--- src/rtl/fifo_arb_pkg.sv ---
// Shared encodings for the FIFO write-port arbiter: FSM states, grant codes
// and the default byte width.
package fifo_arb_pkg;

    localparam int ARB_DATA_W = 8;

    typedef enum logic [1:0] {
        IDLE = 2'd0,
        OWN0 = 2'd1,
        OWN1 = 2'd2
    } arb_state_t;

    localparam logic [1:0] GRANT_NONE = 2'b00;
    localparam logic [1:0] GRANT_0    = 2'b01;
    localparam logic [1:0] GRANT_1    = 2'b10;

    function automatic logic [1:0] state_to_grant(input arb_state_t s);
        logic [1:0] g;
        g = GRANT_NONE;
        case (s)
            OWN0:    g = GRANT_0;
            OWN1:    g = GRANT_1;
            default: g = GRANT_NONE;
        endcase
        return g;
    endfunction

endpackage

--- src/rtl/fifo_arb_watchdog.sv ---
// Packet length and stall counters for the current owner; the hit outputs
// flag the cycle whose increment would reach the limit.
module fifo_arb_watchdog #(
    parameter int MAX_LEN  = 64,
    parameter int WAIT_MAX = 16
) (
    input  logic clk,
    input  logic reset,
    input  logic len_clr,
    input  logic len_inc,
    input  logic wait_clr,
    input  logic wait_inc,
    output logic len_hit,
    output logic wait_hit
);

    localparam int LEN_W  = $clog2(MAX_LEN + 1);
    localparam int WAIT_W = $clog2(WAIT_MAX + 1);

    logic [LEN_W-1:0]  len_reg;
    logic [WAIT_W-1:0] wait_reg;

    always_ff @(posedge clk or posedge reset) begin
        if (reset) begin
            len_reg <= '0;
        end else if (len_clr) begin
            len_reg <= '0;
        end else if (len_inc && (len_reg != LEN_W'(MAX_LEN))) begin
            len_reg <= len_reg + 1'b1;
        end
    end

    always_ff @(posedge clk or posedge reset) begin
        if (reset) begin
            wait_reg <= '0;
        end else if (wait_clr) begin
            wait_reg <= '0;
        end else if (wait_inc && (wait_reg != WAIT_W'(WAIT_MAX))) begin
            wait_reg <= wait_reg + 1'b1;
        end
    end

    // Hit in the same cycle as the limiting increment so release happens on that edge.
    assign len_hit  = len_inc  && (len_reg  == LEN_W'(MAX_LEN - 1));
    assign wait_hit = wait_inc && (wait_reg == WAIT_W'(WAIT_MAX - 1));

endmodule

--- src/rtl/fifo_write_arbiter.sv ---
// Packet-atomic round-robin arbiter sharing one FIFO write port between two
// byte producers, with stall watchdog and length-limit forced release.
module fifo_write_arbiter
    import fifo_arb_pkg::*;
#(
    parameter int DATA_W   = ARB_DATA_W,
    parameter int MAX_LEN  = 64,
    parameter int WAIT_MAX = 16
) (
    input  logic              clk,
    input  logic              reset,
    input  logic              en,
    input  logic              req0,
    input  logic [DATA_W-1:0] data0,
    input  logic              last0,
    output logic              ack0,
    input  logic              req1,
    input  logic [DATA_W-1:0] data1,
    input  logic              last1,
    output logic              ack1,
    input  logic              fifo_full,
    output logic              fifo_write,
    output logic [DATA_W-1:0] fifo_data,
    output logic [1:0]        grant,
    output logic              abort
);

    arb_state_t state_reg;
    logic       ptr_reg;
    logic       abort_reg;

    logic [1:0] req_vec;
    logic [1:0] last_vec;
    logic [1:0] own_vec;
    logic [1:0] ack_vec;

    logic owning, owner_req, owner_last, xfer;
    logic pkt_done, force_rel, release_now;
    logic len_hit, wait_hit;

    assign req_vec  = {req1, req0};
    assign last_vec = {last1, last0};
    assign own_vec  = {state_reg == OWN1, state_reg == OWN0};

    genvar gi;
    generate
        for (gi = 0; gi < 2; gi++) begin : g_ack
            assign ack_vec[gi] = own_vec[gi] & req_vec[gi] & ~fifo_full;
        end
    endgenerate

    assign owning     = |own_vec;
    assign owner_req  = |(own_vec & req_vec);
    assign owner_last = |(own_vec & last_vec);
    assign xfer       = |ack_vec;

    // A length hit that coincides with last is an ordinary packet end.
    assign pkt_done    = xfer && owner_last;
    assign force_rel   = (len_hit && !owner_last) || wait_hit;
    assign release_now = pkt_done || force_rel;

    fifo_arb_watchdog #(
        .MAX_LEN  (MAX_LEN),
        .WAIT_MAX (WAIT_MAX)
    ) u_watchdog (
        .clk      (clk),
        .reset    (reset),
        .len_clr  (!owning || release_now),
        .len_inc  (xfer),
        .wait_clr (!owning || xfer || release_now),
        .wait_inc (owning && !owner_req),
        .len_hit  (len_hit),
        .wait_hit (wait_hit)
    );

    always_ff @(posedge clk or posedge reset) begin
        if (reset) begin
            state_reg <= IDLE;
            ptr_reg   <= 1'b0;
            abort_reg <= 1'b0;
        end else begin
            abort_reg <= 1'b0;
            case (state_reg)
                IDLE: begin
                    if (en && (|req_vec)) begin
                        if (req_vec[ptr_reg]) begin
                            state_reg <= ptr_reg ? OWN1 : OWN0;
                        end else begin
                            state_reg <= ptr_reg ? OWN0 : OWN1;
                        end
                    end
                end
                OWN0, OWN1: begin
                    if (release_now) begin
                        state_reg <= IDLE;
                        ptr_reg   <= (state_reg == OWN0);
                        abort_reg <= force_rel;
                    end
                end
                default: state_reg <= IDLE;
            endcase
        end
    end

    always_comb begin
        fifo_data = '0;
        if (ack_vec[1]) begin
            fifo_data = data1;
        end else if (ack_vec[0]) begin
            fifo_data = data0;
        end
    end

    assign ack0       = ack_vec[0];
    assign ack1       = ack_vec[1];
    assign fifo_write = xfer;
    assign grant      = state_to_grant(state_reg);
    assign abort      = abort_reg;

endmodule

--- config.mk ---
export PLATFORM = sky130hd
export DESIGN_NAME = fifo_write_arbiter
export DESIGN_NICKNAME = d
export VERILOG_FILES = /design/src/rtl/fifo_arb_pkg.sv /design/src/rtl/fifo_arb_watchdog.sv /design/src/rtl/fifo_write_arbiter.sv
export SDC_FILE = /design/constraint.sdc
export NUM_CORES = 1
export LEC_CHECK = 0
export CAP_MARGIN = 10
export CORE_UTILIZATION = 45
export DETAILED_ROUTE_END_ITERATION = 6
export PLACE_DENSITY = 0.86
export REMOVE_ABC_BUFFERS = 1
export SYNTH_ARGS = -nofsm -noshare
export SYNTH_HDL_FRONTEND = slang
export SYNTH_HIERARCHICAL = 1
export SYNTH_SLANG_ARGS = --single-unit
--- constraint.sdc ---
create_clock -name clk -period 3.7 [get_ports clk]
set_clock_uncertainty 0.2 [all_clocks]
set_input_delay 1.11 -clock clk [delete_from_list [all_inputs] [get_ports clk]]
set_output_delay 1.11 -clock clk [all_outputs]
set_load 0.05 [all_outputs]
# ---- After elaboration in Yosys (flattened, before gate mapping)
# Cells that the tools add are included.
dict set report totals {
  in_bits 24
  regBits 16
  out_inout_bits 14
  mem_count 0
  mem_bits_ro 0
  latchBits 0
  word_cells 66
  ramBits 0
}
dict set report classes {
  addsub 2
  bitwise_logic 7
  n_eq_ne 8
  multipliers 0
  n_div 0
  shift 0
  magnitude_cmp 1
  mux 17
  reduce_logical 26
}
# cell count
set ops {}
lappend ops {{$mux 8} 2}
lappend ops {{$mux 7} 2}
lappend ops {{$mux 2} 5}
lappend ops {{$mux 5} 2}
lappend ops {{$reduce_or 2->1} 5}
lappend ops {{$logic_and 1x1->1} 8}
lappend ops {{$pmux 2 s2} 2}
lappend ops {{$add 7x1->7 const B} 1}
lappend ops {{$eq 7x6->1 const B} 1}
lappend ops {{$ne 7x7->1 const B} 1}
lappend ops {{$add 5x1->5 const B} 1}
lappend ops {{$eq 5x4->1 const B} 1}
lappend ops {{$logic_or 1x1->1} 5}
lappend ops {{$ne 5x5->1 const B} 1}
lappend ops {{$and 1x1->1} 4}
lappend ops {{$and 2x2->2} 2}
lappend ops {{$mux 1} 4}
lappend ops {{$reduce_and 2->1} 2}
lappend ops {{$reduce_bool 2->1} 2}
lappend ops {{$logic_not 1->1} 3}
lappend ops {{$eq 2x1->1 const B} 1}
lappend ops {{$eq 2x2->1 const B} 1}
lappend ops {{$logic_not 2->1} 1}
lappend ops {{$lt 1x2->1 const B} 1}
lappend ops {{other kinds (3)} 3}

# ---- Depth between registers and ports, before layout
# Gate-level depths: netlist (run 1).
dict set report depth {
  depth_word 10
  depth_mapped 12
  ltp_nobuf 11
}

# ---- Hierarchy
# The synthesis (run 1) kept the hierarchy.
# module instances area_per_inst_um2 cells_each seq_area_each_um2
set by_module_without_submodules {}
lappend by_module_without_submodules {fifo_arb_watchdog 1 685.7 73 300.3}
lappend by_module_without_submodules {fifo_write_arbiter 1 441.7 49 100.1}

# ---- Least setup slack after synthesis (run 1)
# OpenSTA, ideal clock, no wires.
dict set report synth_path {
  path_type {input port to output port}
  from {input port req0}
  to {output port fifo_data[0]}
  arrival_time_ns 2.737
  cell_stages 5
  path_slack_ns -0.347
  n_path_buf 1
  cell_sequence {nand2_1 -> nor2_1 -> and2_1 -> clkbuf_1 -> a22o_1}
}
dict set report synth_via {
  elab_chain_len 4
}
# element line_no
set synth_rtl {}
lappend synth_rtl {{start: declaration} fifo_write_arbiter.sv:13} ;# input logic req0,
lappend synth_rtl {{$and 1x1->1 (2 in a row)} fifo_write_arbiter.sv:48} ;# assign ack_vec[gi] = own_vec[gi] & req_vec[gi] & ~fifo_full;
lappend synth_rtl {{via ack0} fifo_write_arbiter.sv:16} ;# output logic ack0,
lappend synth_rtl {{$mux 8} fifo_write_arbiter.sv:109} ;# end else if (ack_vec[0]) begin
lappend synth_rtl {{$mux 8} fifo_write_arbiter.sv:107} ;# if (ack_vec[1]) begin
lappend synth_rtl {{end: declaration} fifo_write_arbiter.sv:23} ;# output logic [DATA_W-1:0] fifo_data,
# The timed path passes the listed nets, and every way through them passes these cells.

# ---- Final worst setup path (run 1)
dict set report layout_path {
  from {input port req0}
  to {output port fifo_write}
}
dict set report layout_via {
  elab_chain_len 3
}
# element line_no
set layout_rtl {}
lappend layout_rtl {{$and 1x1->1 (2 in a row)} fifo_write_arbiter.sv:48}
lappend layout_rtl {{$reduce_or 2->1} fifo_write_arbiter.sv:55} ;# assign xfer = |ack_vec;
lappend layout_rtl {{end: declaration} fifo_write_arbiter.sv:22} ;# output logic fifo_write,
# Every way passes these cells.

==> results of run 1 <==
-- how the worst min path moves through the flow --
stage,from,to,slack (ps),cells past startpoint
floorplan,ptr_reg,ptr_reg,290,1
global placement,ptr_reg,ptr_reg,300,1
detailed placement,ptr_reg,ptr_reg,310,1
CTS,ptr_reg,ptr_reg,340,1
global route,ptr_reg,ptr_reg,380,1
finish,ptr_reg,ptr_reg,340,1
-- cell usage after synthesis --
| cell | number |
|---|---|
| xor2_1 | 3 |
| o21ai_0 | 3 |
| or2_2 | 1 |
| o21ai_1 | 2 |
| ha_1 | 10 |
| o31ai_1 | 1 |
| a211o_1 | 1 |
| mux2i_1 | 4 |
| mux2_1 | 2 |
| o41ai_2 | 1 |
| nor4b_2 | 1 |
| a31oi_1 | 2 |
| or3_1 | 2 |
| and2_1 | 3 |
| a311oi_1 | 2 |
| nand4bb_1 | 1 |
| or4_4 | 1 |
| inv_1 | 16 |
| nand3_1 | 2 |
| nor3_2 | 1 |
| and2_2 | 1 |
| a22o_1 | 8 |
| nand2_1 | 8 |
| a22oi_2 | 2 |
| nor4bb_1 | 1 |
| clkbuf_1 | 2 |
| nor2_1 | 11 |
| a21oi_1 | 5 |
| dfrtp_1 | 16 |
| buf_1 | 1 |
| or2_1 | 1 |
| nand2b_1 | 2 |
| nand4_1 | 4 |
| and3_1 | 1 |
-- stage by stage --
step / power, mW / hold WS (ps) / instance area, sq um / util / setup WS, ps
after global placement: 0.7534 / 298.1 / 1699 / 0.7466 / -0.5427
after detailed placement: 0.7757 / 314.8 / 1699 / 0.7466 / -65.17
final: 0.8928 / 336.6 / 1743 / 0.7658 / 79.15
after global routing: 0.9523 / 379.1 / 1743 / 0.7658 / 14.68
after floorplan: 0.5597 / 287.2 / 1116 / - / -255.1
after CTS: 0.8960 / 335.8 / 1737 / 0.7631 / 10.58
-- placed cells by master, fill, tap and decap left out, types with 3 or more instances in the layout --
cell type        Yosys  routed
buf_12               0      11
mux2i_1              4       4
clkdlybuf4s50_1      0      25
nand2_1              8       8
inv_1               16      16
a22o_1               8       8
o21ai_0              3       3
buf_4                0       9
ha_1                10      10
a21oi_1              5       5
dfrtp_1             16      16
nand4_1              4       4
xor2_1               3       3
nor2_1              11      10
clkbuf_4             0       3
-- power groups by stage --
stage / logic, mW / registers (mW) / clock network [mW]
floorplan: 0.340 / 0.220 / 0
global placement: 0.531 / 0.222 / 0
detailed placement: 0.551 / 0.224 / 0
CTS: 0.555 / 0.221 / 0.120
global route: 0.602 / 0.227 / 0.124
finish: 0.553 / 0.221 / 0.118
-- cells by family after synthesis --
logic type,Yosys count,share of synthesized area
simple gates,41,0.2076
xor+xnor,3,0.02331
fa+ha+maj,10,0.1110
flops,16,0.3552
buf+inv,19,0.06326
compound gates,27,0.1842
mux,6,0.05549
-- metal layers --
layer  track usage  routed length [microns]  vias to the layer above
li1              -                        -                      525
met4       0.06757                       28                        0
met1        0.2601                     1132                      494
met5             0                        0                        -
met2        0.4338                     1408                       38
met3       0.03216                      210                        2
-- layout make-up --
class | instances | area, sq um | area share
multi-input cells | 87 | 660.6 | 0.3790
repair buffers | 46 | 550.5 | 0.3159
flip-flops and latches | 16 | 400.4 | 0.2297
inverters | 16 | 60.06 | 0.03446
clock buffers | 4 | 36.28 | 0.02082
well taps | 28 | 35.03 | 0.02010
-- timing repair --
action                     in CTS  in global routing
resized for setup               1                  3
setup endpoints to repair       8                  8
hold buffers                    0                  0
==> impl_metrics.json, run 1 <==
{
  "ff2ff_path_depth": 11,
  "synth-seq-area-share": 0.3552,
  "crit_fanout": 6,
  "critPathCapture": "fifo_write",
  "syn_inst": 122,
  "setup_viol": 0,
  "cts_root_buffer": "clkbuf_4",
  "fin_cells": 197,
  "finalWirelength_microns": 2780,
  "clock_path_buffers": 2,
  "p_leak_nw": 0.7854,
  "antenna_found_initial": 0,
  "setup-tns-final_ps": 0,
  "start_util": 0.4953,
  "drt_pre_antenna_iters": 4,
  "numCtsBuffers": 3,
  "min_period_ps": 3621,
  "status": "completed",
  "r2r-start": "state_reg[0]",
  "ant_nets": 0,
  "drc": 0,
  "drt-initial-drc-count": 19,
  "rsz0062_at_grt": "false",
  "max_freq_mhz": 276.2,
  "pwr-share-clk": 0.133,
  "htree_levels": 1,
  "arrival_ps": 2310,
  "cp.depth": 6,
  "vias_per_cell": 5.376,
  "yosysTopAreaCellShare": 0.3552,
  "worst_setup_path_end_kind": "output port",
  "peakVddDrop_uv": 459.9,
  "cts.sinks": 16,
  "power_per_cell_area_mw_per_mm2": 512.2,
  "ios": 38,
  "worst_pin_slew_ps": 499.1,
  "share_comb_of_total_power": 0.619,
  "drive_above_1_share": 0.2012,
  "wl_per_cell_microns": 14.11,
  "p_switching_uw": 379.8,
  "fp.dieH_microns": 52.05,
  "cts_setup_buffers": 0,
  "fp-row-count": 17,
  "overflow": 0,
  "hold_path_class": "flip-flop to flip-flop",
  "area_delta_synth_final_pct": 54.61,
  "syn-cell-area_sq_mm": 0.001127,
  "p_sw_frac": 0.4254,
  "ys_types": 34,
  "grt_pass1_wl_microns": 4567,
  "synth-seq-cells": 16,
  "place_congestion": 0.8141,
  "reg2reg_to": "u_watchdog/wait_reg[2]",
  "port_buffers": 37,
  "relSlewSlack": 0.6662,
  "n_antenna_cell": 0,
  "core_sq_mm": 0.002276,
  "grt_pass1_vias": 1033,
  "cpMostUsedCell": "buf_4",
  "max_stage_delay_ps": 470,
  "crit_path_start_kind": "primary input",
  "synth_area_per_cell_sq_um": 9.240,
  "critPathTopFamily": "buffers and inverters",
  "power.internal_uw": 513.0,
  "path_buf_inv": 4,
  "r2r_setup_slack_ps": 820,
  "largest_register_ffs": 7,
  "cp.required_ps": 2390,
  "path_class": "primary input to output port",
  "hold_violations": 0,
  "die_w_microns": 52.05,
  "synth_top_area_cell": "dfrtp_1",
  "fin_crit_sh": 0.9786,
  "dp_hpwl_microns": 2330,
  "cap_violations": 0,
  "synth_warnings": 6,
  "dieArea_sq_mm": 0.002709,
  "insertion_delay_ps": 290,
  "slew_violations": 0,
  "tritoncts": "done",
  "nNetsFinal": 204,
  "grt_max_degree": 13,
  "power_frac_seq": 0.248,
  "num-fill-cells": 158,
  "cp_slowest_cell": "clkdlybuf4s50_1",
  "crit_start": "req0",
  "grt_use_total": 0.2290,
  "vias": 1059,
  "clkSlewWorstSetupHoldPaths_ps": 90,
  "crit_chain": "clkdlybuf4s50_1 -> buf_4 -> a22oi_2 -> nor2_1 -> buf_4 -> buf_12",
  "place_inst": 193,
  "synth.area.top_cells": "dfrtp_1, ha_1, a22o_1, inv_1, nor2_1"
}
(Power assumes the default switching activity.)
==> inputs of run 2 (changes only) <==
- clock period: 3.7 -> 4.09 ns (I/O delays scaled with it)
==> run 2 against run 1 <==
  * Combinational power down 16%
  * Final cell count down 2.5%
  * Via count up 2.0%
  * Global-route usage up 2.1 points
==> impl_metrics.json, run 2 (synthesized netlist as in run 1, its figures left out) <==
{
  "numCtsBuffers": 3,
  "cap_violations": 0,
  "worst_setup_path_end_kind": "output port",
  "status": "completed",
  "cp_slowest_cell": "clkdlybuf4s50_1",
  "place_inst": 188,
  "postCtsHoldBufs": 0,
  "power_per_cell_area_mw_per_mm2": 457.3,
  "cts_root_buffer": "clkbuf_4",
  "p_sw_frac": 0.4412,
  "rsz0062_at_grt": "false",
  "nNetsFinal": 199,
  "share_comb_of_total_power": 0.601,
  "path_buf_inv": 2,
  "grt_max_degree": 13,
  "p_leak_nw": 0.7505,
  "fp-row-count": 17,
  "setup_viol": 0,
  "fin_crit_sh": 0.9727,
  "grt_pass1_vias": 1077,
  "power_frac_seq": 0.259,
  "max_freq_mhz": 251.4,
  "vias": 1080,
  "hold_violations": 0,
  "fin_cells": 192,
  "insertion_delay_ps": 300,
  "wl_per_cell_microns": 15.64,
  "die_w_microns": 52.05,
  "clock_path_buffers": 2,
  "arrival_ps": 2550,
  "place_congestion": 0.7552,
  "drc": 0,
  "final_common_cell": "clkdlybuf4s50_1",
  "grt_use_total": 0.2502,
  "layout_common_cells": "clkdlybuf4s50_1, inv_1, dfrtp_1",
  "fp.dieH_microns": 52.05,
  "power.internal_uw": 433.9,
  "crit_chain": "clkdlybuf4s50_1 -> nand2_1 -> nor2_1 -> and2_1 -> a22o_1 -> buf_12",
  "htree_levels": 1,
  "dp_hpwl_microns": 2482,
  "worst_pin_slew_ps": 500.0,
  "cts.sinks": 16,
  "critPathTopFamily": "buffers and inverters",
  "placed_cell_area_sq_mm": 0.001662,
  "cts_setup_buffers": 0,
  "slew_violations": 0,
  "tritoncts": "done",
  "grt_pass1_wl_microns": 4850,
  "drt-initial-drc-count": 38,
  "n_antenna_cell": 0,
  "dieArea_sq_mm": 0.002709,
  "start_util": 0.4953,
  "ant_nets": 0,
  "p_switching_uw": 342.6,
  "finalWirelength_microns": 3003,
  "cts_resized": 0,
  "path_class": "primary input to output port",
  "vias_per_cell": 5.625,
  "crit_fanout": 8,
  "relSlewSlack": 0.6656,
  "fin_area_sq_mm": 0.001698,
  "core_sq_mm": 0.002276,
  "ios": 38,
  "area_delta_synth_final_pct": 50.61,
  "drive_above_1_share": 0.1646,
  "drt_pre_antenna_iters": 4,
  "overflow": 0,
  "pre_cts_ws_ps": 34.60,
  "cp.required_ps": 2660,
  "largest_register_ffs": 7,
  "finalPower_uw": 776.5,
  "min_period_ps": 3978,
  "clkSlewWorstSetupHoldPaths_ps": 100,
  "peakVddDrop_uv": 365.4,
  "port_buffers": 37,
  "antenna_found_initial": 0,
  "crit_path_start_kind": "primary input",
  "hold_path_class": "flip-flop to flip-flop",
  "pwr-share-clk": 0.140,
  "max_stage_delay_ps": 470,
  "setup_ws_ps": 111.8
}
## run 2: changes by cell type in the layout (fill, tap and decap cells not counted)
cell	change
buf_4	-5
and2_4	-1
nor2_1	+1
and2_1	+1
nor2_2	-1
clkdlybuf4s50_1	+1
dlymetal6s2s_1	-1
## run 2: final timing paths
kind,slack (ps),to,startpoint,cells after the start
worst max-delay path,110,fifo_data[3],req0,6
worst min-delay path,340,ptr_reg,ptr_reg,1
worst max register to register,930,u_watchdog/wait_reg[4],state_reg[1],11
worst min register to register,340,ptr_reg,ptr_reg,1
min in group asynchronous,930,abort,reset,2
max in group asynchronous,2330,u_watchdog/len_reg[0],reset,2
## run 2: power groups by stage
stage	combinational, mW	clock [mW]	sequential, mW
floorplan	0.308	0	0.199
global placement	0.442	0	0.201
detailed placement	0.465	0	0.204
CTS	0.467	0.108	0.200
global route	0.506	0.115	0.203
finish	0.467	0.109	0.201
## run 2: per-stage QoR
| stage | utilization | TNS (ps) | hold slack, ps |
|---|---|---|---|
| 2_1_floorplan | - | -792.4 | 287.2 |
| 3_3_place_gp | 0.7301 | 0 | 300.2 |
| 3_5_place_dp | 0.7301 | 0 | 319.4 |
| 4_1_cts | 0.7460 | 0 | 341.8 |
| 5_1_grt | 0.7460 | 0 | 352.9 |
| 6_report | 0.7460 | 0 | 339.6 |
## run 2: metal layers
layer / global-route usage / up-vias / routed length (microns)
met5: 0 / - / 0
met4: 0.1081 / 0 / 65
met3: 0.02632 / 6 / 189
met2: 0.4872 / 45 / 1636
met1: 0.2642 / 514 / 1112
li1: - / 515 / -
## run 2: area by class of cell
| cell class | instances | area [sq um] |
|---|---|---|
| timing repair buffer | 41 | 510.5 |
| inverter | 16 | 60.06 |
| tap | 28 | 35.03 |
| sequential | 16 | 400.4 |
| multi-input combinational | 87 | 655.6 |
| clock buffer | 4 | 36.28 |
| fill | 152 | 578.1 |
==> inputs of run 3 (changes only) <==
- CTS_BUF_LIST: not set -> sky130_fd_sc_hd__clkbuf_16
==> run 3 against run 2 <==
  * Sequential cell count did not move
  * Global-route usage increased by 1.2 points
  * Sequential power about the same
  * Worst hold slack lost 13 ps
  * Clock power increased by 74%
  * Core utilization is 1.9 points higher
  * Total power increased by 11%
  * Register-to-register slack improved by 70 ps
  * Critical path depth stayed put
  * Cell area is 2.5% higher
  * Highest routed layer unchanged
==> impl_metrics.json, run 3 (synthesized netlist as in run 1, its figures left out) <==
{
  "cts.sinks": 16,
  "crit_start": "req0",
  "fp.dieH_microns": 52.05,
  "layout_common_cells": "clkdlybuf4s50_1, inv_1, dfrtp_1",
  "wl_per_cell_microns": 16.61,
  "grt_max_degree": 13,
  "insertion_delay_ps": 250,
  "core_sq_mm": 0.002276,
  "relSlewSlack": 0.6659,
  "slew_violations": 0,
  "n_antenna_cell": 0,
  "cp_slowest_cell": "clkdlybuf4s50_1",
  "tritoncts": "done",
  "start_util": 0.4953,
  "reg2reg_to": "u_watchdog/wait_reg[4]",
  "finalWirelength_microns": 3190,
  "postCtsHoldBufs": 0,
  "clock_path_buffers": 2,
  "cap_violations": 0,
  "htree_levels": 1,
  "cp.required_ps": 2660,
  "drive_above_1_share": 0.1585,
  "largest_register_ffs": 7,
  "path_class": "primary input to output port",
  "drt-initial-drc-count": 38,
  "die_w_microns": 52.05,
  "worst_pin_slew_ps": 499.6,
  "ios": 38,
  "pre_cts_ws_ps": 34.60,
  "setup-tns-final_ps": 0,
  "min_period_ps": 3974,
  "dp_hpwl_microns": 2482,
  "vias_per_cell": 5.833,
  "crit_path_start_kind": "primary input",
  "setup_ws_ps": 115.6,
  "status": "completed",
  "hold_path_class": "flip-flop to flip-flop",
  "r2r_setup_slack_ps": 1000,
  "port_buffers": 37,
  "drc": 0,
  "arrival_ps": 2550,
  "max_stage_delay_ps": 470,
  "cts_root_buffer": "clkbuf_16",
  "setup_viol": 0,
  "nNetsFinal": 199,
  "ff2ff_path_depth": 11,
  "cts_resized": 0,
  "antenna_found_initial": 0,
  "grt_use_total": 0.2625,
  "r2r-start": "state_reg[0]",
  "power_per_cell_area_mw_per_mm2": 496.8,
  "worst_setup_path_end_kind": "output port",
  "ant_nets": 0,
  "critPathCapture": "fifo_data[3]",
  "crit_chain": "clkdlybuf4s50_1 -> nand2_1 -> nor2_1 -> and2_1 -> a22o_1 -> buf_12",
  "numCtsBuffers": 3,
  "rsz0062_at_grt": "false",
  "area_delta_synth_final_pct": 54.38,
  "dieArea_sq_mm": 0.002709,
  "max_freq_mhz": 251.6,
  "grt_pass1_wl_microns": 5050,
  "p_leak_nw": 0.7680,
  "peakVddDrop_uv": 370.2,
  "vias": 1120,
  "grt_pass1_vias": 1121,
  "place_congestion": 0.7552,
  "crit_fanout": 8,
  "fin_crit_sh": 0.9717,
  "hold_violations": 0,
  "drt_pre_antenna_iters": 4,
  "fp-row-count": 17,
  "clkSlewWorstSetupHoldPaths_ps": 50,
  "final_common_cell": "clkdlybuf4s50_1",
  "cts_setup_buffers": 0,
  "overflow": 0
}
## run 3: metal layers
metal  up-vias  routed length (microns)  track usage
met4         0                       76       0.1396
met1       531                     1162       0.2679
li1        513                        -            -
met3         8                      234      0.03801
met5         -                        0            0
met2        68                     1717       0.5021
## run 3: worst min-delay path by stage
stage | start | endpoint | depth (start not counted)
after floorplan | ptr_reg | ptr_reg | 1
after global placement | ptr_reg | ptr_reg | 1
after detailed placement | ptr_reg | ptr_reg | 1
after CTS | ptr_reg | ptr_reg | 1
after global routing | ptr_reg | ptr_reg | 1
final | ptr_reg | ptr_reg | 1
## run 3: stage by stage
stage / area, sq um / util / hold WS (ps) / cells / power, mW
floorplan: 1116 / - / 287.2 / 119 / 0.5063
finish: 1740 / 0.7647 / 326.6 / 192 / 0.8646
detailed placement: 1662 / 0.7301 / 319.4 / 188 / 0.6684
global route: 1740 / 0.7647 / 339.4 / 192 / 0.9095
CTS: 1740 / 0.7647 / 330.0 / 192 / 0.8663
global placement: 1662 / 0.7301 / 300.2 / 188 / 0.6428
## run 3: final cells by class
class	instances	area (sq um)
tap	28	35.03
inverter	16	60.06
timing repair buffer	41	510.5
clock buffer	3	75.07
fill	145	535.5
clock inverter	1	3.754
multi-input combinational	87	655.6
sequential	16	400.4
## run 3: power breakdown
group	total, mW	internal [mW]	leakage, nW	switching [mW]
combinational	0.473	0.199	0.510	0.274
clock	0.190	0.130	0.0385	0.0602
sequential	0.202	0.181	0.220	0.0207
## run 3: worst max-delay path, delay by kind of cell
family / cells / cell delay [ps]
AOI/OAI and AO/OA: 1 / 230
and+or+nand+nor: 3 / 470
buffers and inverters: 2 / 620
